File: src/rtl/mpu_fetch.sv
// MPU fetch/decode: reads a 6-byte window at pc, decodes one variable-length instruction, issues it to execute.
// Latency: an instruction at pc is presented (ins_valid) on the clock edge after pc takes that value.
// Backpressure: ins_* hold while ins_valid && !ins_ready; a new fetch happens only when the output slot is free.
//
// Ports:
//   sys_clk, sys_rst       clock, synchronous active-high reset
//   en                     run enable (low: no new fetch, held instruction may still transfer)
//   mem_addr / mem_data    read address (= pc) and the little-endian 48-bit byte window returned
//   ins_*                  decoded instruction, valid/ready handshake towards execute
//   jmp_en / jmp_addr      redirect from execute; flushes the held instruction
//   fault / fault_pc       sticky fault on illegal opcode or out-of-range fetch
module mpu_fetch #(
    parameter logic [15:0] RESET_PC = 16'h0000,
    parameter int          MEM_SIZE = 128
) (
    input  logic        sys_clk,
    input  logic        sys_rst,
    input  logic        en,
    output logic [15:0] mem_addr,
    input  logic [47:0] mem_data,
    output logic        ins_valid,
    input  logic        ins_ready,
    output logic [15:0] ins_pc,
    output logic [3:0]  ins_op,
    output logic [1:0]  ins_sz,
    output logic [2:0]  ins_len,
    output logic [39:0] ins_operands,
    input  logic        jmp_en,
    input  logic [15:0] jmp_addr,
    output logic        fault,
    output logic [15:0] fault_pc
);

    localparam logic [3:0]  MPU_OP_LOAD = 4'h1;
    localparam logic [3:0]  MPU_OP_MASK = 4'h2;
    localparam logic [3:0]  MPU_OP_INT  = 4'h3;
    localparam logic [3:0]  MPU_OP_JMP  = 4'h4;
    localparam logic [16:0] MEM_LIMIT   = 17'(MEM_SIZE);

    typedef enum logic {ST_RUN, ST_FAULT} state_t;

    state_t        state, state_next;
    logic [15:0]   pc;

    logic [3:0]    dec_op;
    logic [1:0]    dec_sz;
    logic [2:0]    dec_len;
    logic          dec_legal;
    logic [39:0]   dec_operands;
    logic [16:0]   end_addr;
    logic          in_bounds;
    logic          fetch_ok;
    logic          slot_free;
    logic          fetch_go;

    // byte0[3:2] carry no meaning for any opcode
    logic          unused_ok;
    assign unused_ok = &{1'b0, mem_data[3:2]};

    assign mem_addr = pc;
    assign dec_op   = mem_data[7:4];
    assign dec_sz   = mem_data[1:0];

    always_comb begin
        dec_len   = 3'd0;
        dec_legal = 1'b0;
        case (dec_op)
            MPU_OP_LOAD: begin
                case (dec_sz)
                    2'd0:    begin dec_len = 3'd3; dec_legal = 1'b1; end
                    2'd1:    begin dec_len = 3'd4; dec_legal = 1'b1; end
                    2'd2:    begin dec_len = 3'd6; dec_legal = 1'b1; end
                    default: begin dec_len = 3'd0; dec_legal = 1'b0; end
                endcase
            end
            MPU_OP_MASK: begin dec_len = 3'd5; dec_legal = 1'b1; end
            MPU_OP_INT:  begin dec_len = 3'd2; dec_legal = 1'b1; end
            MPU_OP_JMP:  begin dec_len = 3'd2; dec_legal = 1'b1; end
            default:     begin dec_len = 3'd0; dec_legal = 1'b0; end
        endcase
    end

    // Keep only the operand bytes that belong to this instruction; the rest of
    // the window is the next instruction and must read as zero.
    always_comb begin
        dec_operands = '0;
        for (int i = 0; i < 5; i++) begin
            if (3'(i) < (dec_len - 3'd1)) begin
                dec_operands[i*8 +: 8] = mem_data[8 + i*8 +: 8];
            end
        end
    end

    // 17-bit end address so a fetch near 16'hffff cannot wrap into range
    assign end_addr  = {1'b0, pc} + {14'd0, dec_len};
    assign in_bounds = (end_addr <= MEM_LIMIT);
    assign fetch_ok  = dec_legal && in_bounds;
    assign slot_free = !ins_valid || ins_ready;
    assign fetch_go  = (state == ST_RUN) && en && slot_free && !jmp_en;

    always_ff @(posedge sys_clk) begin
        if (sys_rst) begin
            state <= ST_RUN;
        end else begin
            state <= state_next;
        end
    end

    always_comb begin
        state_next = state;
        if (state == ST_RUN && fetch_go && !fetch_ok) begin
            state_next = ST_FAULT;
        end
    end

    always_ff @(posedge sys_clk) begin
        if (sys_rst) begin
            pc           <= RESET_PC;
            ins_valid    <= 1'b0;
            ins_pc       <= '0;
            ins_op       <= '0;
            ins_sz       <= '0;
            ins_len      <= '0;
            ins_operands <= '0;
            fault        <= 1'b0;
            fault_pc     <= '0;
        end else begin
            if (ins_valid && ins_ready) begin
                ins_valid <= 1'b0;
            end
            if (state == ST_RUN) begin
                if (jmp_en) begin
                    pc        <= jmp_addr;
                    ins_valid <= 1'b0;
                end else if (fetch_go) begin
                    if (fetch_ok) begin
                        ins_valid    <= 1'b1;
                        ins_pc       <= pc;
                        ins_op       <= dec_op;
                        ins_sz       <= dec_sz;
                        ins_len      <= dec_len;
                        ins_operands <= dec_operands;
                        pc           <= pc + {13'd0, dec_len};
                    end else begin
                        fault     <= 1'b1;
                        fault_pc  <= pc;
                        ins_valid <= 1'b0;
                    end
                end
            end
        end
    end

endmodule
File: config.mk
export PLATFORM = sky130hd
export DESIGN_NAME = mpu_fetch
export DESIGN_NICKNAME = d
export VERILOG_FILES = /design/src/rtl/mpu_fetch.sv
export SDC_FILE = /design/constraint.sdc
export NUM_CORES = 1
export LEC_CHECK = 0
export BUFFER_PORTS_ARGS = -buffer_cell sky130_fd_sc_hd__buf_2
export CAP_MARGIN = 10
export CELL_PAD_IN_SITES_DETAIL_PLACEMENT = 0
export CELL_PAD_IN_SITES_GLOBAL_PLACEMENT = 1
export CORE_MARGIN = 3
export CORE_UTILIZATION = 38
export CTS_CLUSTER_SIZE = 14
export DETAILED_ROUTE_END_ITERATION = 8
export MAX_ROUTING_LAYER = met4
export PLACE_DENSITY = 0.9
export SLEW_MARGIN = 25
export SYNTH_ARGS = -nofsm -noshare
export SYNTH_HDL_FRONTEND = slang
export SYNTH_SLANG_ARGS = --single-unit
File: constraint.sdc
create_clock -name sys_clk -period 14.43 [get_ports sys_clk]
set_input_delay 2.886 -clock sys_clk [delete_from_list [all_inputs] [get_ports sys_clk]]
set_output_delay 2.886 -clock sys_clk [all_outputs]
set_load 0.01 [all_outputs]
# Word level (Yosys, flattened, before mapping)

Index checks and enable logic that the tools add are counted.
W data, S select, Z words.

Bits in writable memories: 0
Input bits: 69
Register bits: 100
Bits in latches: 0
Word-level logic and storage cells: 65
Bits in read-only memories: 0
Memories: 0
Output and inout port bits: 99

Bitwise operators: 3
Multiplexer cells: 17
Reductions and logical operators: 20
Equal/unequal tests: 6
Add/subtract/negate cells: 3
$mul: 0
Divide/modulo/power cells: 0
Shift operators: 0
$lt $le $gt $ge: 6

Operator list:

| operator              | number |
|---|---|
| $mux W16              | 3 |
| $mux W8               | 5 |
| $pmux W3 S3           | 2 |
| $add A16 B3 Y17       | 1 |
| $le A17 B8 Y1 const B | 1 |
| $add A16 B3 Y16       | 1 |
| $eq A4 B2 Y1 const B  | 2 |
| $reduce_and A4 Y1     | 2 |
| $logic_and A1 B1 Y1   | 7 |
| $lt A1 B3 Y1 const A  | 2 |
| $lt A2 B3 Y1 const A  | 2 |
| $mux W1               | 6 |
| $reduce_or A3 Y1      | 2 |
| $eq A4 B1 Y1 const B  | 1 |
| $eq A4 B3 Y1 const B  | 1 |
| $reduce_bool A2 Y1    | 2 |
| $logic_not A1 Y1      | 3 |
| $lt A3 B3 Y1 const A  | 1 |
| $not A1 Y1            | 3 |
| $reduce_and A3 Y1     | 1 |
| $sub A3 B1 Y3 const B | 1 |
| $eq A2 B1 Y1 const B  | 1 |
| $eq A2 B2 Y1 const B  | 1 |
| $logic_not A2 Y1      | 1 |
| other kinds (3)       | 3 |

# Longest topological paths before layout

Gate-level depths: netlist (run 1).

Depth after elaboration: 10
Depth in mapped cells: 18
Depth with buffers taken out: 15

# Worst setup path after synthesis (run 1)

Ideal clock, no wire load.

Path type: input-to-reg
Start point: input port mem_data[0]
End point: register ins_operands[25]
Arrival: 6625 ps
Setup slack: 7735 ps
Required time: 14360 ps
Path buffers: 2
Cell stages on the path: 16
Cells stage by stage: inv_1 > ha_1 > nand3b_1 > a211oi_1 > ha_1 > inv_1 > fa_1 > nor2b_1 > buf_6 > o2111ai_1 > mux2i_1 > a2111o_1 > a2111o_1 > buf_6 > or4b_1 > a21oi_1

Word-level cells in the longest chain between the ends: 7
Elaborated cells between the ends (all ways): 15
Classes of those cells: add/sub: 2; order compare: 2; eq/ne: 2; mux: 5; reduce/logical: 4

Ends and longest elaborated chain:

| what                                 | RTL line | text |
|---|---|---|
| from (decl)                          | 20       | `input logic [47:0] mem_data,` |
| $eq A2 B2 Y1 (tied with other cells) | 69       | `case (dec_sz)` |
| $pmux W3 S3 (*)                      | 69       |  |
| $pmux W3 S3 (*)                      | 67       | `case (dec_op)` |
| named net dec_len[0]                 | 47       | `logic [2:0] dec_len;` |
| $add A16 B3 Y17                      | 95       | `assign end_addr = {1'b0, pc} + {14'd0, dec_len};` |
| $le A17 B8 Y1                        | 96       | `assign in_bounds = (end_addr <= MEM_LIMIT);` |
| $logic_and A1 B1 Y1                  | 97       | `assign fetch_ok = dec_legal && in_bounds;` |
| $reduce_and A4 Y1 (no source line)   | n/a      |  |
| to (signal assigned)                 | 142      | `ins_operands <= dec_operands;` |
| to (decl)                            | 27       | `output logic [39:0] ins_operands,` |

Mark *: on every way through the listed nets, which the timed path passes. The rest lies on a longest branch.
A chain may end at the register's enable or synchronous reset.

# Final worst setup path (run 1)

Start point: input port mem_data[0]
End point: register ins_operands[27]

The elaborated chain is that of the path after synthesis.

==> results of run 1 <==
==> state kept, by name, summed over array words and instances, names as in the netlist <==
| signal | flops |
|---|---|
| fault_pc | 16 |
| fault | 1 |
| ins_valid | 1 |
| mem_addr | 16 |
| ins_len | 3 |
| ins_op | 4 |
| ins_operands | 40 |
| state | 1 |
| ins_sz | 2 |
| ins_pc | 16 |
==> how the worst min path moves through the flow <==
stage | startpoint | to | slack (ps) | depth (start not counted)
2_1_floorplan | fault_pc[0] | fault_pc[0] | 480 | 2
3_3_place_gp | fault_pc[6] | fault_pc[6] | 440 | 2
3_5_place_dp | fault_pc[7] | fault_pc[7] | 450 | 2
4_1_cts | fault_pc[7] | fault_pc[7] | 460 | 2
5_1_grt | fault_pc[15] | fault_pc[15] | 490 | 2
6_report | fault_pc[7] | fault_pc[7] | 460 | 2
==> cells by family (layout without fill, tap and decap cells) <==
kind of cell	count (synthesis)	count (layout)
other cells	0	1
flops	100	100
mux	20	20
xor+xnor	3	3
buf+inv	57	198
compound gates	183	183
fa+ha+maj	9	9
simple gates	177	177
==> report_power, final <==
group	total (mW)	switching, mW	leakage, nW	internal (mW)
logic	0.0740	0.0468	1.55	0.0272
registers	0.290	0.00808	0.809	0.282
clock network	0.246	0.103	0.149	0.143
==> worst max-delay path, stage by stage <==
cell and delay [ps]:
buf_2 120, inv_1 90, ha_1 160, nand3b_1 70
a211oi_1 740, ha_1 360, inv_1 80, fa_1 410
nor2b_1 450, o2111ai_1 330, mux2i_1 210, a2111o_1 440
a2111o_2 700, buf_4 350, or4b_1 530, a21oi_1 170
==> through the flow <==
step / util [%] / power, mW / instance area [sq um]
2_1_floorplan: - / 0.341 / 4630
3_3_place_gp: 47.1 / 0.368 / 5490
3_5_place_dp: 47.1 / 0.370 / 5490
4_1_cts: 49.7 / 0.617 / 5790
5_1_grt: 49.7 / 0.642 / 5800
6_report: 49.7 / 0.611 / 5800
==> layer usage <==
layer,share of wire [%],wire (um)
met2,46,6330
met4,2.3,323
met1,45,6290
met5,0,0
met3,6.7,935
==> layout by cell type, fill, tap and decap left out, types with 6 or more instances in the layout <==
master | Yosys | routed
buf_2 | 5 | 165
or4b_1 | 8 | 8
mux2i_1 | 20 | 20
a21oi_1 | 40 | 40
ha_1 | 8 | 8
dfxtp_1 | 100 | 100
nor3_1 | 10 | 10
o21a_1 | 7 | 7
nand3_1 | 19 | 19
nand2_1 | 82 | 82
o211ai_1 | 37 | 37
nor2_1 | 23 | 23
and3_1 | 9 | 9
or3_1 | 6 | 6
clkbuf_16 | 0 | 9
o21ai_0 | 41 | 41
o21ai_1 | 20 | 20
inv_1 | 12 | 11
==> layout make-up <==
type	instances	area [sq um]	share of cell area, %
Clock buffer	12	256	4.42
Sequential cell	100	2000	34.5
Tap cell	143	179	3.08
Antenna cell	1	2.50	0.0431
Inverter	12	45.0	0.777
Multi-Input combinational cell	392	2400	41.5
Clock inverter	4	47.5	0.820
Timing Repair Buffer	170	863	14.9
==> metrics list, run 1 <==
- Clock latency on the worst-skew pair: 350 ps
- Dominant combinational cell family by area after synthesis: compound AO/OA/AOI/OAI gates
* Flip-flop and latch count after synthesis: 100
- Pin placement for this block handled 168 I/O pins.
- Power spread over the standard cell area amounts to 105 nW/um^2.
- Post-Place Setup Slack: about 6200 ps
- Of all nets on the critical path, the largest fanout is 44.
- The initialized floorplan defines 39 standard-cell rows.
* Reg2Reg Depth: 11
* Placed cells: 817
- Layout-stage area growth over the synthesis result: 25.3%
- Count of yosys warnings during synthesis: 0
* Worst max-slew margin expressed relative to the limit: 30.5%
* CP Capture Type: register
- The min-delay analysis places its worst path in the category reg2reg.
- For this run, global-route usage on met2 was measured as 32.8%.
- Sequential area share after synthesis: 43.2%
* Maximum buffer depth of the clock tree: 2
- GRT Residual Overflow: 0
- For met1 alone, demand over resource in global routing was 27.1%.
- Sorting the synthesized cells by area gives the leading types as dfxtp_1 (43%), nand2_1 (6.6%), o211ai_1 (6.0%).
* Number of port buffers: 165
* Post-CTS setup repair buffer count: 0
* Final antenna-violating net count: 0
- Data on the critical path arrives at its endpoint at slightly above 8000 ps.
* Most used flip-flop cell after synthesis: dfxtp_1
- Ranking of synthesized cells by instance count: dfxtp_1 (100), nand2_1 (82), o21ai_0 (41), a21oi_1 (40), clkbuf_1 (38)
- Antenna violations before repair: 1
- Proportion of netlist area held by the largest area contributor: 43.2%
- Share of synthesized area spent on multiplexers: 4.32%
- Across the run, the number of max-cap violations was 0.
* Synth Instances: approximately 550
- Detailed-route via count: ~4.7k
- The tree built by TritonCTS fans out to 100 sinks.
- The startpoint identified for the worst register-to-register timing path is mem_addr[0].
- The endpoint identified for the worst register-to-register timing path is ins_operands[27].
- CP Launch Type: input port
- RSZ-0062 raised after global routing: no
* Share of flip-flops with an asynchronous set or reset: 0%
- Measured along the x axis, the die boundary spans around 120 um.
* Area of the core region: approximately 12000 sq um
- The first global-routing pass estimated 22300 um of wire.
- WS Path Type: in2reg
- The number of hold-slack violations in the final timing report was 0.
* Layout filler cell count: 1162
* Root buf cell: clkbuf_16
- Entering global routing, the biggest net connects 93 pins.
* Number of gates resized after cts: 0
* Number of hold buffers added after cts: 0
- Across the routed clock network, the largest skew measured is 7.39 ps.
- Via count of the first global-routing pass: 4576
- Final WS setup: 6560 ps
* Die Span Y: 116 um
* Slew Limit Fails: 0
* Maximum clock frequency: 127 MHz
* Tightest Pin Transition: 1040 ps
* Register-to-register setup slack: approximately 10000 ps
- Total clock buffers created by CTS: 9
- Final wirelength: between 10000 and 15000 um
- In this run the static leakage power is 2.51 nW.
* Yosys cell types: 50
- Final-stage net count: approximately 760
- Clock-pin slew was measured on the worst setup and hold paths at 70 ps.
* Post-layout min period: 7870 ps
- Start point of the critical path: mem_data[0]
- The worst-case IR drop observed on VDD is about 0.057 mV.
- Of the cells placed in the final design, the portion with a size suffix greater than 1 is 28.3%.
* Cell with the most instances after synthesis: dfxtp_1
* Die outline area: 13500 sq um
* Mean area per synthesized cell: about 8.4 sq um
- Post-Syn Nets: 627
- The flow ran to the end, and the final reports show no timing, DRC or antenna violations.
* Post-synth top area cell: dfxtp_1
- TritonCTS built the clock tree.
- Adder-Cell Fraction of Synth Area: 2.59%
- Total routing usage reported by global routing: 21.5%
- After Yosys synthesis, XOR and XNOR cells account for less than 1% of the synthesized area.
- Of the total synthesized cell area, the portion taken by AND, OR, NAND and NOR gates is 18.4%.
- Post-synthesis compound-gate area fraction: about a quarter
* Iteration-0 DRC Markers: 341
- Wirelength per Cell: 16.6 um
- Hold WS: between 400 and 500 ps
- Required arrival time at the worst endpoint: roughly 15000 ps
- Setup violations remaining at the end of the flow were counted as 0.
- Busiest grt layer: met2
- Starting Density: about two fifths
- Post-detailed-placement half-perimeter wirelength: 9630 um
- The congestion estimate from routability-driven global placement came to 0.813.
- Total number of H-tree levels: 3
- Leaving out filler cells and counting taps, the final layout contains 834.
* Critical Path Sink: ins_operands[27]
- In the finished design, the share of the clock period the worst path needs comes to 54.5%.
* Post-route DRC: 0
- Pre-Repair DR Iteration Count: 4
- Vias per std cell: between 5 and 6
- In this run, synthesis inferred 0 flip-flops with an integrated enable.
- Synthesized area: 4630 sq um
- Setup TNS: 0 ps
* Global Route met3 Usage: 4.61%
Note: power is estimated with default switching activity, not from simulation.
==> run 2: changes to the inputs <==
Settings changed: ABC_AREA from default to 1, CORE_UTILIZATION 38 to 31, PLACE_DENSITY 0.9 to 0.82.
Clock period 14.43 ns to 6.9 ns, I/O delays scaled along.
==> run 2 against run 1 <==
Net effect:
- die area up 36%
- area after synthesis up 13%
- utilization down 9.6 points
- flip-flop and latch count unchanged
- sequential power up 110%
- via count up 15%
- design area up 12%
- synthesized cell count up 50%
- global-route usage down 4.3 points
- cell count up 42%
- sequential share of layout area down 3.6 points
- non-clock buffer count up 2
- critical endpoint is now ins_operands[4]
==> metrics list, run 2 <==
- Run status: finished, final reports clean
* Sequential area share after synthesis: 38.4% (-4.8 points)
- Worst max-slew margin expressed relative to the limit: 55.7% (+25 points)
* X dimension of the die: 136 um (+17%)
- The clock transition at the register clock pins on the worst setup and hold paths after CTS came to 70 ps (about the same).
- The share of the synthesized area in compound gates (AO/OA/AOI/OAI) was 5.18% (-21 points).
* Number of antenna repair diodes: 0 (-1)
- Top reg by flops: ins_operands
* Ranking of synthesized cells by instance count: nand2_1 (222), nor2_1 (177), dfxtp_1 (100), inv_1 (86), nand3_1 (57)
- Cell with the most instances after synthesis: nand2_1
* Total routing usage reported by global routing: 17.2% (-4.3 points)
- Among all flip-flop cells after synthesis, the most frequent one is dfxtp_1.
- The critical path is of the in2reg type.
- Clock Skews: 8.03 ps (+0.638 ps)
* Dominant combinational cell family by area after synthesis: simple AND/OR/NAND/NOR gates
* Pre-Repair DR Iteration Count: 4 (unchanged)
* Busiest grt layer: met2
* Final worst-path cycle share: 72.8%
- Max reg flops: 40 (unchanged)
- Clock tree synthesis selected as its root buffer the cell clkbuf_16.
- The post-synthesis cell area was 5210 sq um (+13%).
* I/O pin total: 168 (unchanged)
- Global-route wire length before repair: 24700 um (+11%)
- The total setup violations reported at the end of the flow is 0 (unchanged).
* Share of flip-flops with an asynchronous set or reset: 0% (unchanged)
* Ratio of cells with drive above 1 in the final layout: 21.0% (-7.2 points)
- Layout filler cell count: 1821 (+57%)
- The peak ir drop on the vdd network is 0.111 mV (+94%).
- Final wirelength: 15700 um (+13%)
* Yosys cell types: 28 (-44%)
* Pin count of the biggest net entering global routing: 50 (-46%)
- Maximum buffer depth of the clock tree: 2 (unchanged)
- Reg area: 2000 sq um (unchanged)
- Final weighted congestion of routability-driven global placement: 0.858 (+5.5%)
- The height of the die came to 136 um (+17%).
- The fraction of met3 tracks used by global routing came to 2.86% (-1.8 points).
- The area growth from synthesis to layout is 24.4%.
* Post-CTS setup repair buffer count: 0 (unchanged)
- The portion of synthesized cell area occupied by the leading cell type came to 38.4% (-4.8 points).
- Detailed-route via count: 5373 (+15%)
- The post-layout net count was 1038 (+36%).
- The number of warnings reported in the yosys synthesis log was 0 (unchanged).
- The initial DRC count was 304 (-11%).
- The post-route antenna net violation count is 0 (unchanged).
* Synth Instances: 822 (+50%)
* Power per unit of standard cell area: 215 nW/um^2 (+100%)
- Number of clock sinks seen by CTS: 100 (unchanged)
- The post-detailed-route via-to-cell ratio is 4.55 (-19%).
- The total of flip-flops plus latches after synthesis came to 100 (unchanged).
- The min-delay analysis places its worst path in the category reg2reg.
* Overall power: 1.39 mW (+130%)
- The area of the placeable core is 16200 sq um (+39%).
- Static timing analysis puts the maximum clock frequency at 199 MHz.
- Number of gates resized after cts: 0 (unchanged)
- The average instance area after synthesis is 6.34 sq um (-25%).
* Total clock buffers created by CTS: 9 (unchanged)
- The adder-cell share of the synthesized area came to 2.30% (-0.29 points).
* Clock latency on the worst-skew pair: 350 ps (about the same)
- Post-route DRC: 0 (unchanged)
- CP Launch Type: input port
- The initial antenna violation count was 0 (-1).
- The number of nets produced by synthesis came to 900 (+44%).
- The final core area utilization is 40.1% (-9.6 points).
* Number of enable-type register cells in the synthesized netlist: 0 (unchanged)
- Post-layout min period: 5020 ps
- Clock tree from TritonCTS: built
* Tightest Pin Transition: 661 ps (-382 ps)
- Die outline area: 18400 sq um (+36%)
* Area of the multi-input gates: 2670 sq um (+11%)
* Most frequent standard cell in the layout excluding fill and tap cells: nand2_1
* Crit path DAT: 5310 ps (-2820 ps)
- The library cells used most frequently in the layout, excluding fill and tap cells, are nand2_1 (221), nor2_1 (176), buf_2 (165).
- Share of synthesized area spent on multiplexers: 0% (-4.3 points)
- Met2 track demand over resource in global routing: 26.2% (-6.6 points)
- Met1 track demand over resource: 23.1% (-4.0 points)
- The max-slew violation count was 0 (unchanged).
* Max-capacitance violation count: 0 (unchanged)
* Total number of H-tree levels: 3 (unchanged)
- RSZ-0062 raised after global routing: no
- The synthesized design spends more area on one cell type than any other, namely dfxtp_1.
- Placement Rows: 46 (+18%)
* Via count of the first global-routing pass: 4720 (+3.1%)
- The leakage power total is 3.44 nW (+37%).
* CP Capture Type: register
- The final global-route overflow total came to 0 (unchanged).
- Setup TNS: 0 ps (unchanged)
- The count of input and output buffers was 165 (unchanged).
* Xor/xnor cell area share of the yosys netlist: 0.336% (-0.23 points)
- Starting Density: 32.2% (-7.5 points)
- The simple-gate share of the synthesized area was 43.2% (+25 points).
- The biggest fanout along the worst timing path came to 33 (-25%).
- The HPWL after detailed placement came to 10900 um (+13%).
- Number of hold buffers added after cts: 0 (unchanged)
- Required arrival time at the worst endpoint: 7180 ps (-7510 ps)
- The number of hold-slack violations in the final timing report came to 0 (unchanged).
* Biggest area contributors in the synthesized netlist: dfxtp_1 (38%), nand2_1 (16%), nor2_1 (13%)
* Wirelength per Cell: 13.3 um (-20%)
run 2: cell count changes in the layout (fill, tap and decap cells not counted), sizes merged, moves of 7 or more:
cell / previous run / this run
nor3: 10 / 0
nand4: 1 / 46
inv: 12 / 89
o21a: 7 / 0
o211ai: 37 / 0
nor2: 23 / 182
o21ai: 61 / 18
nand2: 82 / 225
nand3: 19 / 59
or4b: 8 / 0
a211oi: 7 / 0
mux2i: 20 / 0
run 2: cell type report:
class	count	share of cell area (%)
Timing Repair Buffer	172	13.5
Sequential cell	100	30.9
Clock inverter	5	1.27
Multi-Input combinational cell	588	41.1
Tap cell	216	4.17
Clock buffer	11	3.90
Inverter	89	5.15
run 2: final timing paths:
path | start | end | slack (ps) | cells after the start
setup / recovery | mem_data[7] | ins_operands[4] | 1880 | 21
hold / removal | fault | fault | 450 | 2
setup reg to reg | mem_addr[0] | ins_operands[4] | 3530 | 17
hold reg to reg | fault | fault | 450 | 2
run 2: layer usage:
metal	part of all wire, %	routed length, um
met3	5.0	779
met5	0	0
met4	2.2	349
met1	48	7560
met2	45	7000
run 2: cells by family (layout without fill, tap and decap cells):
| kind of cell | Yosys count | in the layout |
|---|---|---|
| AOI/OAI and AO/OA | 54 | 54 |
| DFF | 100 | 100 |
| xor gates and xnor gates | 2 | 2 |
| buffers and inverters | 134 | 277 |
| and+or+nand+nor | 523 | 523 |
| adders and majority gates | 9 | 9 |
run 2: stage by stage:
step                instances  setup slack, ps  hold slack, ps  instance area (sq um)
CTS                      1181             1880             452                   6490
floorplan                 822             2770             456                   5210
finish                   1181             1880             452                   6490
global route             1181             1550             472                   6490
detailed placement       1165             1520             441                   6150
global placement         1165             1550             434                   6150
run 2: worst max-delay path, stage by stage:
cell	delay (ps)
buf_2	110
nor2_1	270
nand2_1	80
o21ai_0	470
ha_1	330
inv_1	70
fa_1	410
inv_1	70
nand3_1	120
nand2_2	240
nand2_1	90
nand2_1	80
nand3_1	140
nor2_1	140
nor2_1	70
nor2_4	160
nand3_4	360
nor2_2	230
buf_4	300
nor2_1	70
nor2_1	100
run 2: power by group:
group          total [mW]  switching (mW)  leakage (nW)  internal [mW]
Clock               0.572           0.233         0.166          0.339
Sequential          0.613          0.0191         0.810          0.594
Combinational       0.207           0.135          2.47         0.0723
Total                1.39           0.387          3.44           1.01
